===== src/rtl/snake_pkg.sv =====
// Shared definitions for the snake game: coordinate/score widths, playfield
// bounds (also used by the apple generator) and apple tracker state types.
package snake_pkg;

  localparam int COORD_W = 11;
  localparam int SCORE_W = 8;
  localparam int RETRY_W = 6;

  localparam int MIN_X = 16;
  localparam int MAX_X = 1392;
  localparam int MIN_Y = 16;
  localparam int MAX_Y = 848;

  typedef enum logic {
    SPAWN  = 1'b0,
    ACTIVE = 1'b1
  } apple_state_t;

  // Why a candidate was refused; the first failing rule wins.
  typedef enum logic [1:0] {
    CR_NONE = 2'd0,
    CR_OOB  = 2'd1,
    CR_WALL = 2'd2,
    CR_HEAD = 2'd3
  } cand_reason_t;

endpackage


===== src/rtl/apple_cand_check.sv =====
// Combinational legality check of a generator candidate against the playfield
// bounds, the wall and the snake head, with a debug reason code.
module apple_cand_check
  import snake_pkg::*;
#(
  parameter int COORD_W = snake_pkg::COORD_W,
  parameter int MIN_X   = snake_pkg::MIN_X,
  parameter int MAX_X   = snake_pkg::MAX_X,
  parameter int MIN_Y   = snake_pkg::MIN_Y,
  parameter int MAX_Y   = snake_pkg::MAX_Y
) (
  input  logic [COORD_W-1:0] cand_x,
  input  logic [COORD_W-1:0] cand_y,
  input  logic [COORD_W-1:0] wallpos_x,
  input  logic [COORD_W-1:0] wallpos_y,
  input  logic [COORD_W-1:0] snakehead_x,
  input  logic [COORD_W-1:0] snakehead_y,
  output logic               ok,
  output cand_reason_t       reason
);

  logic [1:0] in_bounds;
  logic       on_wall;
  logic       on_head;

  // Axis 0 is x, axis 1 is y; each gets its own inclusive window.
  for (genvar gi = 0; gi < 2; gi++) begin : g_axis
    localparam logic [COORD_W-1:0] LO = COORD_W'((gi == 0) ? MIN_X : MIN_Y);
    localparam logic [COORD_W-1:0] HI = COORD_W'((gi == 0) ? MAX_X : MAX_Y);
    logic [COORD_W-1:0] coord;
    assign coord         = (gi == 0) ? cand_x : cand_y;
    assign in_bounds[gi] = (coord >= LO) && (coord <= HI);
  end

  assign on_wall = (cand_x == wallpos_x)   && (cand_y == wallpos_y);
  assign on_head = (cand_x == snakehead_x) && (cand_y == snakehead_y);

  always_comb begin
    reason = CR_NONE;
    if (in_bounds != 2'b11) begin
      reason = CR_OOB;
    end else if (on_wall) begin
      reason = CR_WALL;
    end else if (on_head) begin
      reason = CR_HEAD;
    end
  end

  assign ok = (in_bounds == 2'b11) && !on_wall && !on_head;

endmodule


===== src/rtl/apple_tracker.sv =====
// Apple consumer: samples generator candidates while an apple is needed, holds
// the accepted apple, detects the snake eating it on move steps and keeps score.
module apple_tracker
  import snake_pkg::*;
#(
  parameter int COORD_W = snake_pkg::COORD_W,
  parameter int SCORE_W = snake_pkg::SCORE_W,
  parameter int RETRY_W = snake_pkg::RETRY_W,
  parameter int MIN_X   = snake_pkg::MIN_X,
  parameter int MAX_X   = snake_pkg::MAX_X,
  parameter int MIN_Y   = snake_pkg::MIN_Y,
  parameter int MAX_Y   = snake_pkg::MAX_Y
) (
  input  logic               clk,
  input  logic               btnrst_n,
  input  logic               game_en,
  input  logic               move_tick,
  input  logic [COORD_W-1:0] snakehead_x,
  input  logic [COORD_W-1:0] snakehead_y,
  input  logic [COORD_W-1:0] wallpos_x,
  input  logic [COORD_W-1:0] wallpos_y,
  input  logic [COORD_W-1:0] cand_x,
  input  logic [COORD_W-1:0] cand_y,
  output logic [COORD_W-1:0] apple_x,
  output logic [COORD_W-1:0] apple_y,
  output logic               apple_valid,
  output logic               eaten,
  output logic [SCORE_W-1:0] score,
  output logic [RETRY_W-1:0] reject_cnt
);

  localparam logic [SCORE_W-1:0] SCORE_MAX = {SCORE_W{1'b1}};
  localparam logic [RETRY_W-1:0] RETRY_MAX = {RETRY_W{1'b1}};

  apple_state_t       state_reg,       state_next;
  logic [COORD_W-1:0] apple_x_reg,     apple_x_next;
  logic [COORD_W-1:0] apple_y_reg,     apple_y_next;
  logic               apple_valid_reg, apple_valid_next;
  logic               eaten_reg,       eaten_next;
  logic [SCORE_W-1:0] score_reg,       score_next;
  logic [RETRY_W-1:0] reject_cnt_reg,  reject_cnt_next;

  logic         cand_ok;
  cand_reason_t cand_reason;
  logic         cand_accept;
  logic         head_on_apple;

  apple_cand_check #(
    .COORD_W (COORD_W),
    .MIN_X   (MIN_X),
    .MAX_X   (MAX_X),
    .MIN_Y   (MIN_Y),
    .MAX_Y   (MAX_Y)
  ) u_cand_check (
    .cand_x      (cand_x),
    .cand_y      (cand_y),
    .wallpos_x   (wallpos_x),
    .wallpos_y   (wallpos_y),
    .snakehead_x (snakehead_x),
    .snakehead_y (snakehead_y),
    .ok          (cand_ok),
    .reason      (cand_reason)
  );

  // Accept only when the checker's verdict and its reason code agree.
  assign cand_accept   = cand_ok && (cand_reason == CR_NONE);
  assign head_on_apple = (snakehead_x == apple_x_reg) && (snakehead_y == apple_y_reg);

  always_ff @(posedge clk or negedge btnrst_n) begin
    if (!btnrst_n) begin
      state_reg       <= SPAWN;
      apple_x_reg     <= '0;
      apple_y_reg     <= '0;
      apple_valid_reg <= 1'b0;
      eaten_reg       <= 1'b0;
      score_reg       <= '0;
      reject_cnt_reg  <= '0;
    end else begin
      state_reg       <= state_next;
      apple_x_reg     <= apple_x_next;
      apple_y_reg     <= apple_y_next;
      apple_valid_reg <= apple_valid_next;
      eaten_reg       <= eaten_next;
      score_reg       <= score_next;
      reject_cnt_reg  <= reject_cnt_next;
    end
  end

  always_comb begin
    state_next       = state_reg;
    apple_x_next     = apple_x_reg;
    apple_y_next     = apple_y_reg;
    apple_valid_next = apple_valid_reg;
    eaten_next       = 1'b0;
    score_next       = score_reg;
    reject_cnt_next  = reject_cnt_reg;

    if (game_en) begin
      unique case (state_reg)
        SPAWN: begin
          if (cand_accept) begin
            apple_x_next     = cand_x;
            apple_y_next     = cand_y;
            apple_valid_next = 1'b1;
            reject_cnt_next  = '0;
            state_next       = ACTIVE;
          end else if (reject_cnt_reg != RETRY_MAX) begin
            reject_cnt_next = reject_cnt_reg + 1'b1;
          end
        end
        ACTIVE: begin
          // Collisions are only resolved on a move step; apple coords are kept.
          if (move_tick && head_on_apple) begin
            eaten_next       = 1'b1;
            apple_valid_next = 1'b0;
            state_next       = SPAWN;
            if (score_reg != SCORE_MAX) begin
              score_next = score_reg + 1'b1;
            end
          end
        end
        default: state_next = SPAWN;
      endcase
    end
  end

  assign apple_x     = apple_x_reg;
  assign apple_y     = apple_y_reg;
  assign apple_valid = apple_valid_reg;
  assign eaten       = eaten_reg;
  assign score       = score_reg;
  assign reject_cnt  = reject_cnt_reg;

endmodule


===== config.mk =====
export PLATFORM = sky130hd
export DESIGN_NAME = apple_tracker
export DESIGN_NICKNAME = d
export VERILOG_FILES = /design/src/rtl/snake_pkg.sv /design/src/rtl/apple_cand_check.sv /design/src/rtl/apple_tracker.sv
export SDC_FILE = /design/constraint.sdc
export NUM_CORES = 1
export LEC_CHECK = 0
export CAP_MARGIN = 20
export CORE_MARGIN = 4
export CORE_UTILIZATION = 43
export CTS_CLUSTER_SIZE = 8
export DETAILED_ROUTE_END_ITERATION = 16
export MAX_ROUTING_LAYER = met4
export PLACE_DENSITY = 0.83
export SYNTH_ARGS = -nofsm -noshare
export SYNTH_HDL_FRONTEND = slang
export SYNTH_SLANG_ARGS = --single-unit

===== constraint.sdc =====
create_clock -name clk -period 3.1 [get_ports clk]
set_clock_uncertainty 0.2 [all_clocks]
set_input_delay 0.62 -clock clk [delete_from_list [all_inputs] [get_ports clk]]
set_output_delay 0.62 -clock clk [all_outputs]
set_load 0.05 [all_outputs]

Yosys cells after proc, flatten, opt, wreduce, memory -nomap -nowiden:

Index checks and enable logic that the tools add are counted.

* register bits after elaboration: 39
* output and inout bits: 38
* logic and storage cells: 57

* add/sub/neg operators: 2
* order comparisons: 4
* equal/unequal tests: 12
* mux-type cells: 14
* bitwise operators: 1
* reduce and logical (&&, ||, !) cells: 17

Operators with widths (count)
* $eq 11x11->1: 6
* $ge 11x5->1 const B: 2
* $mux 6: 2
* $le 11x10->1 const B: 1
* $le 11x11->1 const B: 1
* $logic_and 1x1->1: 9
* $reduce_and 3->1: 3
* $add 8x1->8 const B: 1
* $ne 8x8->1 const B: 1
* $mux 1: 7
* $add 6x1->6 const B: 1
* $mux 2: 3
* $ne 6x6->1 const B: 1
* $ne 2x2->1 const B: 2
* $pmux 1 s2: 2
* $reduce_and 4->1: 1
* $eq 2x2->1 const B: 1
* $logic_not 1->1: 2
* $logic_not 2->1: 1
* $ne 2x1->1 const B: 1
* $reduce_bool 2->1: 1
* $not 1->1: 1

Logic depth before layout (Yosys ltp):

Gate-level depths: netlist of the first run.

* depth in word-level cells: 9
* depth in mapped cells: 8
* mapped depth without buffers: 7

By module:

A second synthesis of the first run with hierarchy kept.

* cell total of the unflattened synthesis: 233
* area total of the unflattened synthesis: 2522.4 um^2

By module, submodules not included
* apple_tracker: instances 1, cells an instance 157, area each 1920.6 um^2, sequential area each 975.9 um^2
* apple_cand_check: instances 1, cells an instance 76, area each 601.8 um^2, sequential area each 0.0 um^2

Worst setup path before layout of the first run:

No wires, ideal clock.

* kind: flip-flop to flip-flop
* from: register apple_y_reg[2] (netlist: apple_y[2])
* to: register score_reg[1] (netlist: score[1])
* library setup time: 125 ps
* data arrival time: 2220 ps
* data required time: 2775 ps
* path slack: 555 ps
* stages on the path, launching flop included: 6
* path buffers: 0
* clock period less this slack: 2545 ps
* path through: dfrtp_1 > xnor2_1 > nand4_1 > or4_1 > a311oi_2 > mux2_2

* cells in the longest elaborated chain, start to end: 4

Ends and longest elaborated chain
* start: declaration: RTL line apple_tracker.sv:37 `logic [COORD_W-1:0] apple_y_reg, apple_y_next;`
* start signal: assignment: RTL line apple_tracker.sv:81 `apple_y_reg <= apple_y_next;`
* $eq 11x11->1: RTL line apple_tracker.sv:67 `assign head_on_apple = (snakehead_x == apple_x_reg) && (snakehead_y == apple_y_reg);`
* $logic_and 1x1->1: RTL line apple_tracker.sv:67
* $logic_and 1x1->1: RTL line apple_tracker.sv:113 `if (move_tick && head_on_apple) begin`
* $reduce_and 4->1 (no source line)
* end signal: assignment: RTL line apple_tracker.sv:84 `score_reg <= score_next;`
* end: declaration: RTL line apple_tracker.sv:40 `logic [SCORE_W-1:0] score_reg, score_next;`

Every way passes these cells.
A chain may end at the register's enable or synchronous reset.

Worst setup path in the final report of the first run:

* from: input port cand_y[9]
* to: register apple_y_reg[0] (netlist: apple_y[0])

* cells in the longest elaborated chain, start to end: 8
* elaborated cells on any way between the ends: 19

Ends and longest elaborated chain
* start: declaration: RTL line apple_tracker.sv:23 `input logic [COORD_W-1:0] cand_y,`
* parallel branches: the longest is 6 deep, another holds $ge 11x5->1
* $logic_and 1x1->1 (*): RTL line apple_tracker.sv:66 `assign cand_accept = cand_ok && (cand_reason == CR_NONE);`
* $reduce_and 3->1 (no source line) (*)

Mark *: on every way between the ends.

==> results.json, run 1 <==
{
  "layout-drive-gt1-share": 0.192,
  "globalRouteTotalUtil": 0.245,
  "hp-class": "input port to asynchronous set/reset pin",
  "clk_pin_slew_ps": 80,
  "r2r_setup_slack_ps": 720,
  "antenna_cells": 0,
  "r2r_end": "score[1]",
  "end_kind": "flop",
  "fin_crit_ps": 3040,
  "path_class": "input port to flop",
  "vias": 2424,
  "drc": 0,
  "dieArea_um2": 7090,
  "max_freq_mhz": 329,
  "post_drt_wl_per_cell_um": 18.2,
  "antenna_found_initial": 0,
  "layout.cells.non_filler": 452,
  "maxCapViolations": 0,
  "syn_avg_cell_area_um2": 10.7,
  "rows": 27,
  "ant_nets": 0,
  "worst_pin_slew_ps": 892,
  "start_util": 0.448,
  "fin_util": 0.723,
  "num_io_pins": 108,
  "finish.instance_area_um2": 4030,
  "cts-buffers-inserted": 5,
  "io_buffers": 107,
  "ctsRootBufferMaster": "clkbuf_8",
  "power.density_nw_per_um2": 554,
  "ys_ff_latch": 39,
  "die_x_um": 84.2,
  "required_ps": 3080,
  "ys_seq_area_frac": 0.391,
  "grt_remaining_overflow": 0,
  "rr_worst_depth": 6,
  "place.gp.congestion": 0.938,
  "placedCellCount": 444,
  "critPathLaunchType": "input port",
  "fillers": 424,
  "hold_viol": 0,
  "clock_sinks": 39,
  "synth_area_um2": 2500,
  "cts_htree_levels": 2,
  "arrival_ps": 3020,
  "dpl.hpwl_um": 6730,
  "drv_slew": 0,
  "cts_buffer_depth": 2,
  "synthDistinctLibCells": 37,
  "syn_inst": 233,
  "via_per_inst": 5.36,
  "status": "complete, no violations",
  "yosysWarnings": 0,
  "finalSetupViolCount": 0,
  "placed_area_um2": 3940,
  "syn_to_final_growth_pct": 61.2,
  "cts_tree": "yes",
  "nNetsFinal": 451,
  "crit_start": "cand_y[9]",
  "path_max_fanout": 13,
  "p_leak_nw": 1.64,
  "dr.pass1.iters": 4,
  "slew_headroom": 0.406,
  "cts_setup_buffers": 0,
  "wirelength_um": 8220,
  "grt_pass1_wl_um": 13400,
  "synth_nets": 305,
  "dieHeight_um": 84.2,
  "fin_crit_sh": 0.979,
  "peakVddDrop_v": 0.000442,
  "core_um2": 5570,
  "drt_iter0_drc": 110,
  "grt_pass1_vias": 2694,
  "worstSkewPairLatency_ps": 290,
  "grt_max_degree": 40,
  "r2r-start": "apple_x[3]"
}
[critical path, stage by stage]
cell and delay [ps]:
clkdlybuf4s50_1 630, buf_4 170, xor2_1 170, nor4_2 80, nand4_1 110, nor4_1 50
buf_4 150, nor4_4 470, buf_12 220, mux2_2 340
[cell usage in the layout, fill, tap and decap left out, types with 3 or more instances in the layout]
master	instances
a21oi_1	3
and3_1	5
buf_12	3
buf_4	33
clkbuf_8	5
clkdlybuf4s50_1	106
dfrtp_1	39
mux2_2	20
nand2_1	10
nand3_1	5
nand4_1	11
nor2_1	5
nor3_1	6
nor4_1	15
or4_1	5
xnor2_1	28
xor2_1	46
[synthesized netlist by cell type]
master,number,area share
xor2_1,46,0.16
nand4_1,11,0.028
o211ai_1,1,0.0030
a31o_2,1,0.0035
ha_1,2,0.010
nand2b_1,2,0.0050
buf_4,1,0.0030
mux2_4,2,0.012
nor4_2,2,0.010
clkbuf_1,1,0.0015
or4_1,5,0.015
nor2_1,5,0.0075
o21ai_0,2,0.0040
nand2_1,10,0.015
dfrtp_1,39,0.39
nor4_1,16,0.040
a311oi_1,1,0.0035
a21o_1,2,0.0060
and2_1,2,0.0050
a311oi_2,1,0.0060
nor2b_1,2,0.0050
xnor2_1,28,0.098
nand3_1,5,0.010
and4_1,1,0.0035
or2_2,2,0.0050
buf_6,2,0.0090
nor4b_1,1,0.0035
a21oi_1,3,0.0060
nor3b_1,1,0.0030
nor3_1,6,0.012
mux2_2,20,0.090
a211oi_1,1,0.0030
nand3b_1,1,0.0030
or3_1,1,0.0025
inv_1,1,0.0015
o22ai_1,1,0.0025
and3_1,5,0.013
[logic make-up after synthesis]
kind of cell | after synthesis | synth area share
AOI/OAI and AO/OA | 13 | 0.0376
and+or+nand+nor | 78 | 0.185
adders and majority gates | 2 | 0.0100
DFF | 39 | 0.391
muxes | 22 | 0.102
buffers and inverters | 5 | 0.0150
xor gates and xnor gates | 74 | 0.259
[area by class of cell]
| class | count | area [um2] | area share |
|---|---|---|---|
| Sequential cell | 39 | 976 | 0.242 |
| Tap cell | 72 | 90.1 | 0.0224 |
| Timing Repair Buffer | 143 | 1370 | 0.341 |
| Inverter | 1 | 3.75 | 0.000932 |
| Multi-Input combinational cell | 189 | 1500 | 0.372 |
| Clock buffer | 6 | 72.6 | 0.0180 |
| Clock inverter | 2 | 12.5 | 0.00311 |
[layer usage]
layer  vias up  GRT usage  part of all wire  wire (um)
li1       1142          -                 -          -
met1      1174      0.283              0.41       3410
met2        85      0.430              0.51       4200
met3        23     0.0432             0.045        369
met4         0     0.0804             0.030        244
met5         -          -                 0          0
[stage by stage]
| stage | power (mW) | setup TNS, ps | hold WS (ps) | setup WS [ps] |
|---|---|---|---|---|
| 5_1_grt | 2.34 | -48.9 | 306 | -11.8 |
| 3_5_place_dp | 1.89 | -4760 | 279 | -225 |
| 4_1_cts | 2.24 | 0 | 277 | 96.0 |
| 2_1_floorplan | 1.40 | 0 | 124 | 555 |
| 3_3_place_gp | 1.86 | -3570 | 280 | -179 |
| 6_report | 2.23 | 0 | 240 | 64.3 |
[what timing repair did]
| action | CTS | global route |
|---|---|---|
| hold buffers | 0 | 0 |
| endpoints found under the setup margin | 0 | 21 |
| resized for setup | 0 | 1 |
[report_power, final]
part | switching, mW | internal [mW]
clock | 0.192 | 0.158
combinational | 0.669 | 0.470
sequential | 0.121 | 0.622
[how the worst max path moves through the flow]
| stage | to | cells after the start |
|---|---|---|
| 4_1_cts | apple_x[0] | 8 |
| 3_3_place_gp | apple_y[2] | 10 |
| 3_5_place_dp | apple_x[0] | 8 |
| 2_1_floorplan | score[1] | 5 |
| 5_1_grt | apple_x[0] | 10 |
| 6_report | apple_y[0] | 10 |
Note: power is estimated with default switching activity, not from simulation.
==> run 2: changes to the inputs <==
- CAP_MARGIN: 20 -> default
==> results of run 2 <==
No change in the layout: final DEF, timing and power equal those of run 1.
==> edit 1: new RTL, config.mk and constraints of run 1 <==
Set the package constant `RETRY_W` to 3 (it was 6).
--- a/src/rtl/snake_pkg.sv
+++ b/src/rtl/snake_pkg.sv
@@ -4,7 +4,7 @@
 
   localparam int COORD_W = 11;
   localparam int SCORE_W = 8;
-  localparam int RETRY_W = 6;
+  localparam int RETRY_W = 3;
 
   localparam int MIN_X = 16;
   localparam int MAX_X = 1392;
Interface: changed (resized reject_cnt); port bits go from 108 to 105. The function was not compared with the original's and may differ.
==> edit 1 against run 1 <==
- worst setup slack better by 150 ps
- total power decreased by 4.5%
- largest power group unchanged
- via count shrank 11%
- highest routed layer unchanged
- sequential cell count decreased by 3
- area after synthesis down 5.7%
- design area decreased by 4.6%
- routed wire length is 11% lower
==> edit 1: results (changes against run 1) <==
status finished clean; P_int 1.265 mW (+1.2%); first-pass GRT wire length 11.14 mm (-17%); worst setup path start cand_y[0]; post-synthesis mux area share 13.06% (+2.8 points); Avg Vias per Cell 5.068 (-5.5%); end of the worst register-to-register path score[1]; CP peak stage delay 440 ps (-190 ps); antenna cells 0 (unchanged); DRT iter0 DRCs 64 (-42%); vias in the first global route 2,322 (-14%); power in combinational cells 1.04 mW (-9%); hold_ws 207.8 ps (-31.69 ps); share of cells above drive strength 1 19.89% (+0.68 points); synth cell count leaders 60 x xor2_1, 36 x dfrtp_1, 18 x nor4_1; CTS buffer count 5 (unchanged); IO buf count 104 (-2.8%); Non-Filler Instances 427 (-5.5%); Synth Area in Adders 1.592% (+0.59 points); GPL Wtd Cong 0.8434 (-10%); slowest CP cell nor2_4; met2 usage 38.93% (-4.0 points); Post-Place Cells 418 (-5.9%); post-DP HPWL 5.828 mm (-13%); DR WL met2 3.708 mm (-12%); crit path capture apple_x[5]; worst skew pair latency 300 ps; critical path arrival 2870 ps (-150 ps); Mapped Nets 284 (-6.9%); post-synthesis instance total 211 (-9.4%); Avg WL per Cell 17.09 um (-6.0%); headroom to the max-slew limit 47.00% (+6.4 points); CP max FO 12 (-1); post-place setup slack -367.1 ps (-142.4 ps); WL met3 392 um (+6.2%); Metal-1 WL 3.042 mm (-11%); FF-to-FF Start apple_y[4]; GRT Util Overall 22.97% (-1.6 points); placed inst area 3721 um2 (-5.5%); R2R setup slack 870 ps (+150 ps); Peak supply drop 0.3827 mV (-13%); sequential-to-total area share from yosys stat 38.22% (-0.84 points); largest net degree at the start of global routing 37 (-7.5%); # H-tree levels 2 (unchanged); Tmin final 2883 ps (-152.5 ps); Netlist cell types 29 (-22%); post-synthesis xor/xnor area fraction 27.12% (+1.2 points); leakage 1.646 nW (+0.10%); top post-synthesis cells by area dfrtp_1 38%, xor2_1 22%, mux2_4 10%; sequential group power 0.675 mW (-9.2%); met1 Usage GRT 27.57% (-0.75 points); cell area power density 554.4 nW/um2 (about the same)
-- edit 1: cell types whose count changed after synthesis, sizes merged, moves of 3 or more --
cell | before | now
xnor2 | 28 | 13
xor2 | 46 | 60
nand4 | 11 | 7
o21ai | 2 | 6
or4 | 5 | 1
dfrtp | 39 | 36
nand2 | 10 | 7
nor2b | 2 | 5
-- edit 1: critical path, delay by kind of cell --
| kind | cells | cell delay (ps) |
|---|---|---|
| simple gates | 2 | 710 |
| buf+inv | 1 | 430 |
| mux | 1 | 400 |
| compound gates | 3 | 700 |
-- edit 1: area by class of cell --
cell class                      count  area (um2)
Clock buffer                        5       68.82
Timing Repair Buffer              139        1299
Multi-Input combinational cell    172        1438
Tap cell                           70       87.58
Sequential cell                    36       900.9
Inverter                            2       7.507
Fill cell                         375        1361
Clock inverter                      3       42.54
-- edit 1: what timing repair did --
item,4_1_cts,5_1_grt
gates cloned,1,0
pin swaps,1,0
setup endpoints to repair,5,11
resized for setup,0,1
==> edit 2: new RTL, settings of run 1 <==
Made on the original files. The output `eaten` loses its register stage (`eaten_reg` becomes a continuous assignment).
--- a/src/rtl/apple_tracker.sv
+++ b/src/rtl/apple_tracker.sv
@@ -72,7 +72,6 @@
       apple_x_reg     <= '0;
       apple_y_reg     <= '0;
       apple_valid_reg <= 1'b0;
-      eaten_reg       <= 1'b0;
       score_reg       <= '0;
       reject_cnt_reg  <= '0;
     end else begin
@@ -80,11 +79,12 @@
       apple_x_reg     <= apple_x_next;
       apple_y_reg     <= apple_y_next;
       apple_valid_reg <= apple_valid_next;
-      eaten_reg       <= eaten_next;
       score_reg       <= score_next;
       reject_cnt_reg  <= reject_cnt_next;
     end
   end
+
+  assign eaten_reg = eaten_next;
 
   always_comb begin
     state_next       = state_reg;
Formal check against the unedited RTL: not equivalent (a bounded check fails within 4 cycles, from zero or initial values and one cycle with btnrst_n low).
==> edit 2 against run 1 <==
- maximum frequency shrank 0.96%
- register-to-register slack lost 140 ps
- worst setup slack lost 29 ps
- synthesized cell count shrank 0.43%
- routed wire length grew 4.5%
- die area shrank 0.91%
- sequential cell count shrank 1
- area after synthesis shrank 1.0%
- via count grew 1.2%
- sequential power shrank 0.5%
- cell count grew 0.66%
- hold slack gained 9.5 ps
- total power grew 1.8%
- design area grew 4.0%
- critical path type is now input pin to primary output
- largest cell class unchanged
- highest routed layer unchanged
==> edit 2: results (changes against run 1) <==
Synth Area in Compound Gates 3.794% (+0.038 points); via count 2,454 (+1.2%); Avg Vias per Cell 5.393 (+0.57%); headroom to the max-slew limit 41.58% (+1.0 points); largest net degree at the start of global routing 39 (-2.5%); period utilisation layout 98.87% (+0.95 points); sw power 0.9998 mW (+1.9%); post-place setup slack -318.7 ps (-94.02 ps); Synth Warn # 0 (unchanged); clock slew at reported path FFs 80 ps (about the same); WL met3 607 um (+64%); routed wire length 8.593 mm (+4.5%); cell area power density 542.4 nW/um2 (-2.1%); share of flip-flops with an asynchronous set or reset 100.0% (unchanged); fillers 399 (-5.9%); Metal-1 WL 3.370 mm (-1.1%); CP peak stage delay 560 ps (-70 ps); grt met3 use 5.923% (+1.6 points); DRT iter0 DRCs 118 (+7.3%); status finished clean; CP max FO 2 (-11); met2 usage 43.24% (+0.27 points); Hold WC Path Type input pin to async pin; antenna-violating nets left 0 (unchanged); placed inst area 3948 um2 (+0.25%); top post-synthesis cells by area dfrtp_1 38%, xor2_1 16%, xnor2_1 9.9%; Layout Nets 454 (+0.67%); hold_ws 249.0 ps (+9.481 ps); sequential-to-total area share from yosys stat 38.44% (-0.62 points); leakage 1.881 nW (+14%); vias in the first global route 2,644 (-1.9%); IO buf count 107 (unchanged); antenna violations before repair 0 (unchanged); share of cells above drive strength 1 24.80% (+5.6 points); worst skew pair latency 290 ps (about the same); DR WL met2 4.450 mm (+6.0%); Clock Tree Root clkbuf_8; post-synthesis mux area share 10.32% (+0.10 points); R2R setup slack 580 ps (-140 ps); post-DP HPWL 6.765 mm (+0.48%); Mapped Nets 304 (-0.33%); met1 Usage GRT 30.17% (+1.8 points); first-pass GRT wire length 13.54 mm (+0.77%); post-synthesis instance total 232 (-0.43%); Peak supply drop 0.5159 mV (+17%); top sig layer met4; antenna cells 0 (unchanged); Clock power frac 15.9% (+0.2 points); post-synthesis xor/xnor area fraction 26.20% (+0.26 points); Synth Area in Adders 1.012% (+0.010 points); GPL Wtd Cong 0.9136 (-2.5%); power in combinational cells 1.17 mW; GRT Util Overall 25.18% (+0.64 points); Netlist cell types 37 (unchanged); critical path arrival 2250 ps (-770 ps); synth cell count leaders 46 x xor2_1, 38 x dfrtp_1, 28 x xnor2_1
[edit 2: changes by cell type after synthesis]
cell and change:
dfrtp_1 -1
[edit 2: path summary, 6_finish.rpt]
check | endpoint | startpoint | cells after the start
setup / recovery | eaten | snakehead_y[10] | 6
hold reg to reg | apple_valid | apple_valid | 1
min in group clk | apple_valid | apple_valid | 1
hold / removal | apple_y[7] | btnrst_n | 1
max in group asynchronous | apple_x[1] | btnrst_n | 1
setup reg to reg | score[1] | apple_y[2] | 6
[edit 2: cell type report]
cell class	instances	area [um2]	area share, %
timing repair buffer	147	1433	34.20
inverter	1	3.754	0.08961
multi-input combinational	189	1617	38.59
clock inverter	2	12.51	0.2987
tap	72	90.09	2.151
sequential	38	950.9	22.70
clock buffer	6	82.58	1.971
[edit 2: timing repair]
item,in CTS,in global routing
endpoints found under the setup margin,5,21
setup buffers,0,1
gates cloned,0,0
pin swaps,5,7
gates resized for setup,18,25
